### config.mk
export PLATFORM = sky130hd
export DESIGN_NAME = stream_fifo
export DESIGN_NICKNAME = d
export VERILOG_FILES = /design/src/rtl/stream_fifo_pkg.sv /design/src/rtl/stream_fifo_ptr.sv /design/src/rtl/stream_fifo.sv
export SDC_FILE = /design/constraint.sdc
export NUM_CORES = 1
export LEC_CHECK = 0
export CORE_MARGIN = 4
export CORE_UTILIZATION = 40
export DETAILED_ROUTE_END_ITERATION = 10
export PLACE_DENSITY = 0.6
export SYNTH_ARGS = -nofsm -noshare
export SYNTH_HDL_FRONTEND = slang
export SYNTH_SLANG_ARGS = --single-unit
export TNS_END_PERCENT = 50
### constraint.sdc
create_clock -name clk -period 4.5 [get_ports clk]
set_clock_uncertainty 0.2 [all_clocks]
set_input_delay 1.35 -clock clk [delete_from_list [all_inputs] [get_ports clk]]
set_output_delay 1.35 -clock clk [all_outputs]
set_load 0.01 [all_outputs]
### src/rtl/stream_fifo_pkg.sv
// Shared types and sizing helpers for stream_fifo and its pointer sub-module.
package stream_fifo_pkg;

  typedef enum logic [1:0] {
    FIFO_EMPTY   = 2'd0,
    FIFO_PARTIAL = 2'd1,
    FIFO_FULL    = 2'd2
  } fifo_state_e;

  function automatic int cnt_width(input int depth);
    return $clog2(depth + 1);
  endfunction

  function automatic int ptr_width(input int depth);
    return ($clog2(depth) < 1) ? 1 : $clog2(depth);
  endfunction

  function automatic fifo_state_e fifo_state(input int cnt, input int depth);
    if (cnt == 0)
      return FIFO_EMPTY;
    else if (cnt >= depth)
      return FIFO_FULL;
    else
      return FIFO_PARTIAL;
  endfunction

endpackage

### src/rtl/stream_fifo_ptr.sv
// Modulo-DEPTH wrap counter for FIFO read/write pointers; clr wins over inc.
// Latency: new value visible the cycle after inc/clr; no backpressure of its own.
module stream_fifo_ptr #(
  parameter int DEPTH = 16,
  parameter int PTR_W = 4
) (
  input  logic             clk,
  input  logic             rst_n,
  input  logic             clr,
  input  logic             inc,
  output logic [PTR_W-1:0] ptr
);

  localparam logic [PTR_W-1:0] LAST = PTR_W'(DEPTH - 1);

  always_ff @(posedge clk or negedge rst_n) begin
    if (!rst_n)
      ptr <= '0;
    else if (clr)
      ptr <= '0;
    else if (inc)
      ptr <= (ptr == LAST) ? '0 : ptr + 1'b1;
  end

endmodule

### src/rtl/stream_fifo.sv
// Any-depth valid/ready FIFO with flush, occupancy and threshold flags; 1-cycle write-to-read, in_ready low when full.
// Optional high-water statistic enabled by STREAM_FIFO_STATS_EN.
module stream_fifo
  import stream_fifo_pkg::*;
#(
  parameter int DATA_WIDTH = 32,
  parameter int DEPTH      = 16,
  parameter int AF_LEVEL   = 12,
  parameter int AE_LEVEL   = 2,
  localparam int CNT_W     = cnt_width(DEPTH),
  localparam int PTR_W     = ptr_width(DEPTH)
) (
  input  logic                  clk,
  input  logic                  rst_n,
  input  logic                  flush,
  input  logic                  in_valid,
  output logic                  in_ready,
  input  logic [DATA_WIDTH-1:0] in_data,
  output logic                  out_valid,
  input  logic                  out_ready,
  output logic [DATA_WIDTH-1:0] out_data,
  output logic [CNT_W-1:0]      count,
  output logic                  almost_full,
  output logic                  almost_empty,
  output logic [CNT_W-1:0]      high_water
);

  if (DEPTH < 2) begin : g_bad_depth
    $error("stream_fifo: DEPTH must be >= 2");
  end
  if (AF_LEVEL < 1 || AF_LEVEL > DEPTH) begin : g_bad_af
    $error("stream_fifo: AF_LEVEL must be in 1..DEPTH");
  end
  if (AE_LEVEL < 0 || AE_LEVEL > DEPTH - 1) begin : g_bad_ae
    $error("stream_fifo: AE_LEVEL must be in 0..DEPTH-1");
  end

  localparam logic [CNT_W-1:0] FULL_CNT = CNT_W'(DEPTH);
  localparam logic [CNT_W-1:0] AF_CNT   = CNT_W'(AF_LEVEL);
  localparam logic [CNT_W-1:0] AE_CNT   = CNT_W'(AE_LEVEL);

  logic [DATA_WIDTH-1:0] mem [DEPTH];
  logic [PTR_W-1:0]      wr_ptr;
  logic [PTR_W-1:0]      rd_ptr;
  logic [CNT_W-1:0]      count_next;
  logic                  push;
  logic                  pop;

  // Handshake readiness depends only on registered count, so no combinational
  // path from out_ready to in_ready: a pop while full cannot admit a push.
  assign in_ready  = (count != FULL_CNT);
  assign out_valid = (count != '0);
  assign push      = in_valid & in_ready;
  assign pop       = out_valid & out_ready;

  assign almost_full  = (count >= AF_CNT);
  assign almost_empty = (count <= AE_CNT);

  stream_fifo_ptr #(
    .DEPTH (DEPTH),
    .PTR_W (PTR_W)
  ) u_wr_ptr (
    .clk   (clk),
    .rst_n (rst_n),
    .clr   (flush),
    .inc   (push),
    .ptr   (wr_ptr)
  );

  stream_fifo_ptr #(
    .DEPTH (DEPTH),
    .PTR_W (PTR_W)
  ) u_rd_ptr (
    .clk   (clk),
    .rst_n (rst_n),
    .clr   (flush),
    .inc   (pop),
    .ptr   (rd_ptr)
  );

  always_comb begin
    count_next = count;
    if (flush) begin
      count_next = '0;
    end else begin
      case ({push, pop})
        2'b10:   count_next = count + 1'b1;
        2'b01:   count_next = count - 1'b1;
        default: count_next = count;
      endcase
    end
  end

  always_ff @(posedge clk or negedge rst_n) begin
    if (!rst_n)
      count <= '0;
    else
      count <= count_next;
  end

  // Storage is deliberately unreset; a flushed push must not land in memory.
  always_ff @(posedge clk) begin
    if (push && !flush)
      mem[wr_ptr] <= in_data;
  end

  assign out_data = mem[rd_ptr];

`ifdef STREAM_FIFO_STATS_EN
  logic [CNT_W-1:0] high_water_q;

  always_ff @(posedge clk or negedge rst_n) begin
    if (!rst_n)
      high_water_q <= '0;
    else if (flush)
      high_water_q <= '0;
    else if (count_next > high_water_q)
      high_water_q <= count_next;
  end

  assign high_water = high_water_q;
`else
  assign high_water = '0;
`endif

`ifndef SYNTHESIS
  fifo_state_e state;
  assign state = fifo_state(int'(count), DEPTH);

  a_count_bound: assert property (@(posedge clk) disable iff (!rst_n)
    count <= FULL_CNT);
  a_full_blocks: assert property (@(posedge clk) disable iff (!rst_n)
    (state == FIFO_FULL) |-> !in_ready);
  a_empty_idle: assert property (@(posedge clk) disable iff (!rst_n)
    (state == FIFO_EMPTY) |-> !out_valid);
`endif

endmodule

==> qor.log, run 1 <==
INFO  setup_path     critical_path.startpoint_type=flop
INFO  timing         timing.setup.tns=0ps
INFO  setup_path     crit_fanout=11
INFO  synthesis      synth.mux.area_fraction=18.0%
INFO  cells_and_area post_route_cells_drive_above_1_share=29.5%
INFO  synthesis      synth.ff_latch_count=525
INFO  timing         tcrit_tclk_final=98.1%
INFO  global_route   antenna_found_initial=2
INFO  timing         drv_slew=0
INFO  cells_and_area final_common_cell=sky130_fd_sc_hd__edfxtp_1
INFO  cts            clock_latency=580ps
INFO  cts            post_cts_hold_buffer_count=0
INFO  floorplan      floorplan.io_pins=83
INFO  routing        vias=9,226
INFO  synthesis      synth_cell_types=46
INFO  global_route   vias_in_the_first_global_route=9,684
INFO  cells_and_area post_route_utilization=48.1%
INFO  floorplan      chipWidth=234µm
INFO  routing        wirelength=43,600µm
INFO  timing         timing.final.crit_period=4410ps
INFO  setup_path     crit_top_cell=sky130_fd_sc_hd__mux4_2
INFO  cts            cts_tree=yes
INFO  routing        antenna_left=0
INFO  power_and_ir_drop power.density_cell_area=511nW/µm²
INFO  synthesis      compound_cell_area_share_of_the_yosys_netlist=1.30%
INFO  setup_path     worst_path_max_stage_delay=560ps
INFO  timing         slew-limit-headroom=37.8%
INFO  timing         grt_setup_unrepaired=no
INFO  setup_path     timing.critical_path.max_delay_family=multiplexers
INFO  routing        routedWlPerCell=25.7µm
INFO  setup_path     critical_path_required=2950ps
INFO  synthesis      synth_simple_gate_area_share=1.41%
INFO  synthesis      synthAdderAreaFrac=0.430%
INFO  routing        drt_first_pass_iters=7
INFO  cts            clock-sinks=525
INFO  placement      dp.final_hpwl=23,300µm
INFO  cts            max-clock-path-buffers=3
INFO  cts            root_buffer=sky130_fd_sc_hd__clkbuf_16
INFO  routing        drc=0
INFO  cells_and_area num-nets-final=1,038
INFO  setup_path     arrival=2860ps
INFO  synthesis      yosys.area_share.xor_xnor=0.129%
INFO  global_route   first_pass_grt_wire_length=64,800µm
INFO  power_and_ir_drop worst_ir_drop_vdd=264µV
INFO  setup_path     worstSetupEndpointType=primary output
INFO  floorplan      initial_core_util=40.5%
INFO  cells_and_area diodes=0
INFO  synthesis      combinational_family_with_the_most_area_after_synthesis=multiplexers
INFO  cells_and_area layout-area-overhead-vs-synth=18.7%
INFO  cts            cts_inserted_buffers=52
INFO  timing         postLayoutSetupSlackWorst=86.3ps
INFO  routing        drt_iter0_drc=651
INFO  cells_and_area register_area=15,700µm²
INFO  floorplan      core_area=50,300µm²
INFO  worst_hold_path hp-class=flop to flop
INFO  floorplan      num_rows=82
INFO  placement      gp_routability_congestion=0.781
INFO  cts            clk_transition_reported_paths=60ps
INFO  setup_path     critical_path_cell_by_cell=buf_4 > buf_16 > mux4_2 > mux4_2 > dlygate4sd2_1
INFO  power_and_ir_drop power.leakage=7.44nW
INFO  synthesis      synthFlopType=sky130_fd_sc_hd__edfxtp_1
INFO  synthesis      synth_enable_flop_cells=512
INFO  global_route   pin_count_of_the_biggest_net_entering_global_routing=73
INFO  synthesis      synth_seq_area_share=77.1%
INFO  global_route   globalRouteOverflowTotal=0
INFO  placement      portBuffers=77
INFO  setup_path     worst-r2r-setup-slack=1000ps
INFO  synthesis      synth_area=20,400µm²
INFO  floorplan      full_die_area=54,600µm²
INFO  synthesis      yosysWarnings=0
INFO  placement      detailedPlace.worstSlack=311ps
INFO  setup_path     crit_path_top_delay_cell=sky130_fd_sc_hd__dfrtp_4
INFO  flow_run       drv_cap=0
INFO  timing         worst_slew_pin_slew=933ps
INFO  timing         final-setup-viol-count=0
INFO  floorplan      die_h=234µm
INFO  placement      post_dp_cell_area=22,400µm²
INFO  cells_and_area multi_input_area=4470µm²
INFO  setup_path     critPathBufInv=3
INFO  cells_and_area layout.cells.most_common_list=sky130_fd_sc_hd__edfxtp_1, sky130_fd_sc_hd__mux4_2, sky130_fd_sc_hd__clkbuf_16
INFO  timing         hold_viol_final=0
INFO  outcome        run_status=finished clean
INFO  synthesis      post_synth_inst_count=859
INFO  setup_path     crit_type=flop to primary output
INFO  cts            htree_num_levels=2
INFO  global_route   grt_use_total=16.3%
INFO  cells_and_area final_area=24,200µm²
INFO  power_and_ir_drop post-layout-total-power=12.4mW
INFO  synthesis      ffs_w_async_s_r_synth=2.48%
INFO  cells_and_area num-fill-cells=4,101
INFO  timing         max_clock_freq=227MHz
INFO  synthesis      post_synth.cell_area_avg=23.7µm²
INFO  routing        routed_via_density=5.42
==> kinds of logic after synthesis <==
family                   count (synthesis)
AND/OR/NAND/NOR                         59
buffers and inverters                   60
other                                    1
XOR/XNOR                                 3
adder cells (fa/ha/maj)                  7
multiplexers                           166
AO/OA/AOI/OAI                           38
flip-flops                             525
==> where the power goes <==
part,internal (mW),total [mW],switching [mW]
logic,1.44,2.60,1.17
registers,5.46,5.57,0.114
clock network,2.43,4.18,1.75
total,9.33,12.4,3.03
==> repair_timing <==
item,in CTS,in global routing
setup endpoints to repair,25,0
resized for setup,38,0
buffers inserted,4,0
==> state kept, by name, indices dropped and copies added, names as in the netlist <==
signal / flops
u_rd_ptr.ptr: 4
u_wr_ptr.ptr: 4
count: 5
mem: 512
==> layout make-up <==
class | instances | share of cell area, %
multi-input cells | 278 | 18.5
well taps | 672 | 3.48
flip-flops and latches | 525 | 65.0
inverters | 6 | 0.0931
clock inverters | 23 | 0.988
clock buffers | 66 | 5.69
repair buffers | 131 | 6.28
==> worst paths after layout <==
path | from | endpoint | cells past startpoint
worst max-delay path | u_rd_ptr.ptr[0] | out_data[29] | 5
worst min-delay path | u_wr_ptr.ptr[1] | u_wr_ptr.ptr[1] | 2
worst max register to register | count[1] | count[4] | 9
worst min register to register | u_wr_ptr.ptr[1] | u_wr_ptr.ptr[1] | 2
max in group asynchronous | rst_n | u_rd_ptr.ptr[0] | 1
min in group asynchronous | rst_n | u_rd_ptr.ptr[3] | 1
==> cells in the mapped netlist (2+ instances only) <==
library cell | n | area, µm²
sky130_fd_sc_hd__o31ai_1 | 2 | 15.0
sky130_fd_sc_hd__a41oi_1 | 2 | 17.5
sky130_fd_sc_hd__buf_6 | 9 | 101
sky130_fd_sc_hd__nor3_1 | 7 | 35.0
sky130_fd_sc_hd__nor4_1 | 2 | 12.5
sky130_fd_sc_hd__a31oi_1 | 5 | 31.3
sky130_fd_sc_hd__buf_4 | 5 | 37.5
sky130_fd_sc_hd__mux4_2 | 160 | 3600
sky130_fd_sc_hd__nand3_1 | 3 | 15.0
sky130_fd_sc_hd__buf_2 | 16 | 80.1
sky130_fd_sc_hd__xor2_1 | 3 | 26.3
sky130_fd_sc_hd__buf_1 | 6 | 22.5
sky130_fd_sc_hd__or3_1 | 2 | 12.5
sky130_fd_sc_hd__nor2_1 | 23 | 86.3
sky130_fd_sc_hd__mux2i_1 | 5 | 50.1
sky130_fd_sc_hd__a22oi_1 | 2 | 15.0
sky130_fd_sc_hd__a31o_1 | 2 | 17.5
sky130_fd_sc_hd__o211ai_1 | 2 | 15.0
sky130_fd_sc_hd__o21ai_0 | 3 | 15.0
sky130_fd_sc_hd__a21oi_1 | 9 | 45.0
sky130_fd_sc_hd__dfrtp_1 | 13 | 325
sky130_fd_sc_hd__ha_1 | 7 | 87.6
sky130_fd_sc_hd__inv_1 | 6 | 22.5
sky130_fd_sc_hd__a2111oi_0 | 2 | 17.5
sky130_fd_sc_hd__clkbuf_1 | 18 | 67.6
sky130_fd_sc_hd__edfxtp_1 | 512 | 15400
sky130_fd_sc_hd__nand2_1 | 13 | 48.8
sky130_fd_sc_hd__nand2b_1 | 2 | 12.5
==> worst reg2reg max path, stage by stage (launching register included) <==
cell and delay [ps]:
sky130_fd_sc_hd__dfrtp_1 560, sky130_fd_sc_hd__or4_1 780, sky130_fd_sc_hd__o21ai_2 330, sky130_fd_sc_hd__nor2_1 120, sky130_fd_sc_hd__xor2_1 160, sky130_fd_sc_hd__ha_1 240, sky130_fd_sc_hd__or3_1 310, sky130_fd_sc_hd__a21oi_1 200
sky130_fd_sc_hd__a31oi_1 100, sky130_fd_sc_hd__a2111oi_0 360
==> per-layer routing <==
layer  up-vias  GRT usage [%]  wire length [µm]  share of wire (%)
li1       3949              -                 -                  -
met1      4984           22.5             18800                 43
met2       222           27.2             22100                 51
met3        67           2.62              2010                4.6
met4         4           4.08               778                1.8
met5         -              0                23              0.053
==> through the flow <==
stage	hold slack [ps]	std cells
4_1_cts	429	1701
3_3_place_gp	399	1605
3_5_place_dp	416	1605
6_report	430	1701
5_1_grt	491	1701
2_1_floorplan	359	863
Note: power is estimated with default switching activity, not from simulation.
==> run 2: changes to the inputs <==
PLACE_DENSITY = 0.61   (was 0.6)
==> run 2 against run 1 <==
- utilization is 0.49 points higher
- clock power is 2% higher
- largest power group unchanged
- global-route usage hardly changed
- die area stayed put
- sequential share of layout area is 0.65 points lower
- register-to-register slack worse by 110 ps
- count of clock-buffer cells in the layout is 2 higher
- cell area is 1.0% higher
- highest routed layer unchanged
==> qor.log, run 2 (synthesis gave the netlist of run 1 again) <==
INFO  timing         timing.final.crit_period=4400ps [-14.4 ps]
INFO  cts            post_cts_hold_buffer_count=0 [unchanged]
INFO  timing         grt_setup_unrepaired=no
INFO  power_and_ir_drop worst_ir_drop_vdd=337µV [+28%]
INFO  cts            max-clock-path-buffers=3 [unchanged]
INFO  floorplan      full_die_area=54,600µm² [unchanged]
INFO  routing        routed_via_density=5.37 [-1.1%]
INFO  setup_path     worstSetupEndpointType=primary output
INFO  floorplan      chipWidth=234µm [unchanged]
INFO  timing         max_clock_freq=227MHz [+0.33%]
INFO  cells_and_area final_area=24,400µm² [+1.0%]
INFO  cells_and_area largest-register=mem
INFO  placement      placedCellCount=1,613 [+0.50%]
INFO  cts            cts_tree=yes
INFO  global_route   pin_count_of_the_biggest_net_entering_global_routing=48 [-34%]
INFO  routing        drt_iter0_drc=798 [+23%]
INFO  cts            htree_num_levels=2 [unchanged]
INFO  setup_path     crit_fanout=22 [+11]
INFO  power_and_ir_drop swShare=24.1% [-0.37 points]
INFO  timing         drv_slew=0 [unchanged]
INFO  timing         worst_slew_pin_slew=647ps [-286 ps]
INFO  power_and_ir_drop power.density_cell_area=512nW/µm² [+0.23%]
INFO  timing         hold_viol_final=0 [unchanged]
INFO  setup_path     critical_path_required=2950ps [about the same]
INFO  cells_and_area largest_register_ffs=512 [unchanged]
INFO  routing        routedWlPerCell=25.0µm [-2.5%]
INFO  cts            root_buffer=sky130_fd_sc_hd__clkbuf_16
INFO  floorplan      num_rows=82 [unchanged]
INFO  floorplan      core_area=50,300µm² [unchanged]
INFO  placement      post_dp_cell_area=22,600µm² [+0.83%]
INFO  power_and_ir_drop switching_power_total=3.02mW [-0.29%]
INFO  cts            cts_inserted_buffers=53 [+1.9%]
INFO  timing         tcrit_tclk_final=97.8% [-0.32 points]
INFO  setup_path     arrival=2850ps [about the same]
INFO  cts            clock_latency=590ps [about the same]
INFO  floorplan      initial_core_util=40.5% [unchanged]
INFO  cts            clock-sinks=525 [unchanged]
INFO  cells_and_area num-nets-final=1,056 [+1.7%]
INFO  floorplan      floorplan.io_pins=83 [unchanged]
INFO  power_and_ir_drop power.internal=9.49mW [+1.7%]
INFO  routing        wirelength=43,100µm [-1.2%]
INFO  routing        drc=0 [unchanged]
INFO  cells_and_area post_route_cells_drive_above_1_share=31.0% [+1.5 points]
INFO  floorplan      die_h=234µm [unchanged]
INFO  cells_and_area post_route_utilization=48.6% [+0.49 points]
INFO  routing        vias=9,251 [+0.27%]
INFO  routing        antenna_left=0 [unchanged]
INFO  cts            clk_transition_reported_paths=60ps [about the same]
INFO  cells_and_area layout-area-overhead-vs-synth=19.9%
INFO  power_and_ir_drop power.leakage=7.58nW [+1.8%]
INFO  cells_and_area final_common_cell=sky130_fd_sc_hd__edfxtp_1
INFO  setup_path     crit_type=flop to primary output
INFO  global_route   vias_in_the_first_global_route=9,703 [+0.20%]
INFO  global_route   first_pass_grt_wire_length=64,900µm [+0.19%]
INFO  power_and_ir_drop seq_pwr_share=44.6% [-0.5 points]
INFO  global_route   antenna_found_initial=3 [+1]
INFO  routing        drt_first_pass_iters=7 [unchanged]
INFO  placement      portBuffers=77 [unchanged]
INFO  setup_path     critical_path.startpoint_type=flop
INFO  global_route   grt_use_total=16.2% [-0.021 points]
INFO  global_route   globalRouteOverflowTotal=0 [unchanged]
INFO  power_and_ir_drop power.share.clock=34.2% [+0.4 points]
INFO  power_and_ir_drop share_comb_of_total_power=21.2% [about the same]
INFO  outcome        run_status=finished clean
INFO  worst_hold_path hp-class=flop to flop
INFO  cells_and_area post_layout_nonfiller_instances=1,724 [+1.4%]
INFO  cells_and_area layout.cells.most_common_list=sky130_fd_sc_hd__edfxtp_1, sky130_fd_sc_hd__mux4_2, sky130_fd_sc_hd__clkbuf_16
INFO  placement      dp.final_hpwl=23,600µm [+1.5%]
INFO  timing         slew-limit-headroom=56.8% [+19 points]
INFO  cells_and_area layout_top_registers=mem x512, count x5
INFO  flow_run       drv_cap=0 [unchanged]
INFO  placement      gp_routability_congestion=0.745 [-4.6%]
INFO  timing         final-setup-viol-count=0 [unchanged]
-- run 2: metal layers --
metal  wire [µm]  global-route usage, %  up-vias
li1            -                      -     3998
met1       18300                   22.5     4951
met2       21900                   26.8      236
met3        2150                   3.22       62
met4         711                   3.86        4
met5          24                      0        -
-- run 2: final cells by class --
class,instances,area [µm²]
Sequential cell,525,15700
Inverter,6,22.5
Tap cell,672,841
Antenna cell,1,2.50
Clock buffer,68,1430
Clock inverter,26,251
Timing Repair Buffer,148,1700
Multi-Input combinational cell,278,4470
Fill cell,4042,25900
-- run 2: path summary, 6_finish.rpt --
kind / depth (start not counted) / from / end / slack (ps)
hold / removal: 2 / u_wr_ptr.ptr[1] / u_wr_ptr.ptr[1] / 420
min in group asynchronous: 1 / rst_n / count[4] / 960
max in group asynchronous: 1 / rst_n / u_rd_ptr.ptr[0] / 2660
hold reg to reg: 2 / u_wr_ptr.ptr[1] / u_wr_ptr.ptr[1] / 420
setup / recovery: 5 / u_rd_ptr.ptr[0] / out_data[23] / 100
setup reg to reg: 9 / count[1] / count[4] / 890
-- run 2: stage by stage --
step	power, mW	hold slack (ps)	setup TNS, ps	worst slack, ps
4_1_cts	12.6	428	-31.4	-26.8
2_1_floorplan	7.40	359	-39720	-621
5_1_grt	13.1	470	0	13.0
3_3_place_gp	8.31	404	0	366
6_report	12.5	422	0	101
3_5_place_dp	8.34	411	0	374
-- run 2: critical path: stages (launching register included) --
cell and delay [ps]:
sky130_fd_sc_hd__dfrtp_4 540, sky130_fd_sc_hd__buf_4 160, sky130_fd_sc_hd__buf_12 190, sky130_fd_sc_hd__mux4_2 560, sky130_fd_sc_hd__mux4_2 490, sky130_fd_sc_hd__dlygate4sd2_1 310
-- run 2: timing repair --
item	4_1_cts	5_1_grt
endpoints found under the setup margin	30	5
pin swaps	0	0
resized for setup	26	5
setup buffers	10	6
-- run 2: power groups by stage --
stage                     registers, mW  logic, mW  clock network [mW]
after floorplan                    5.61       1.79                   0
after global placement             5.71       2.61                   0
after detailed placement           5.71       2.64                   0
after CTS                          5.58       2.68                4.38
after global routing               5.59       2.87                4.60
final                              5.58       2.65                4.27
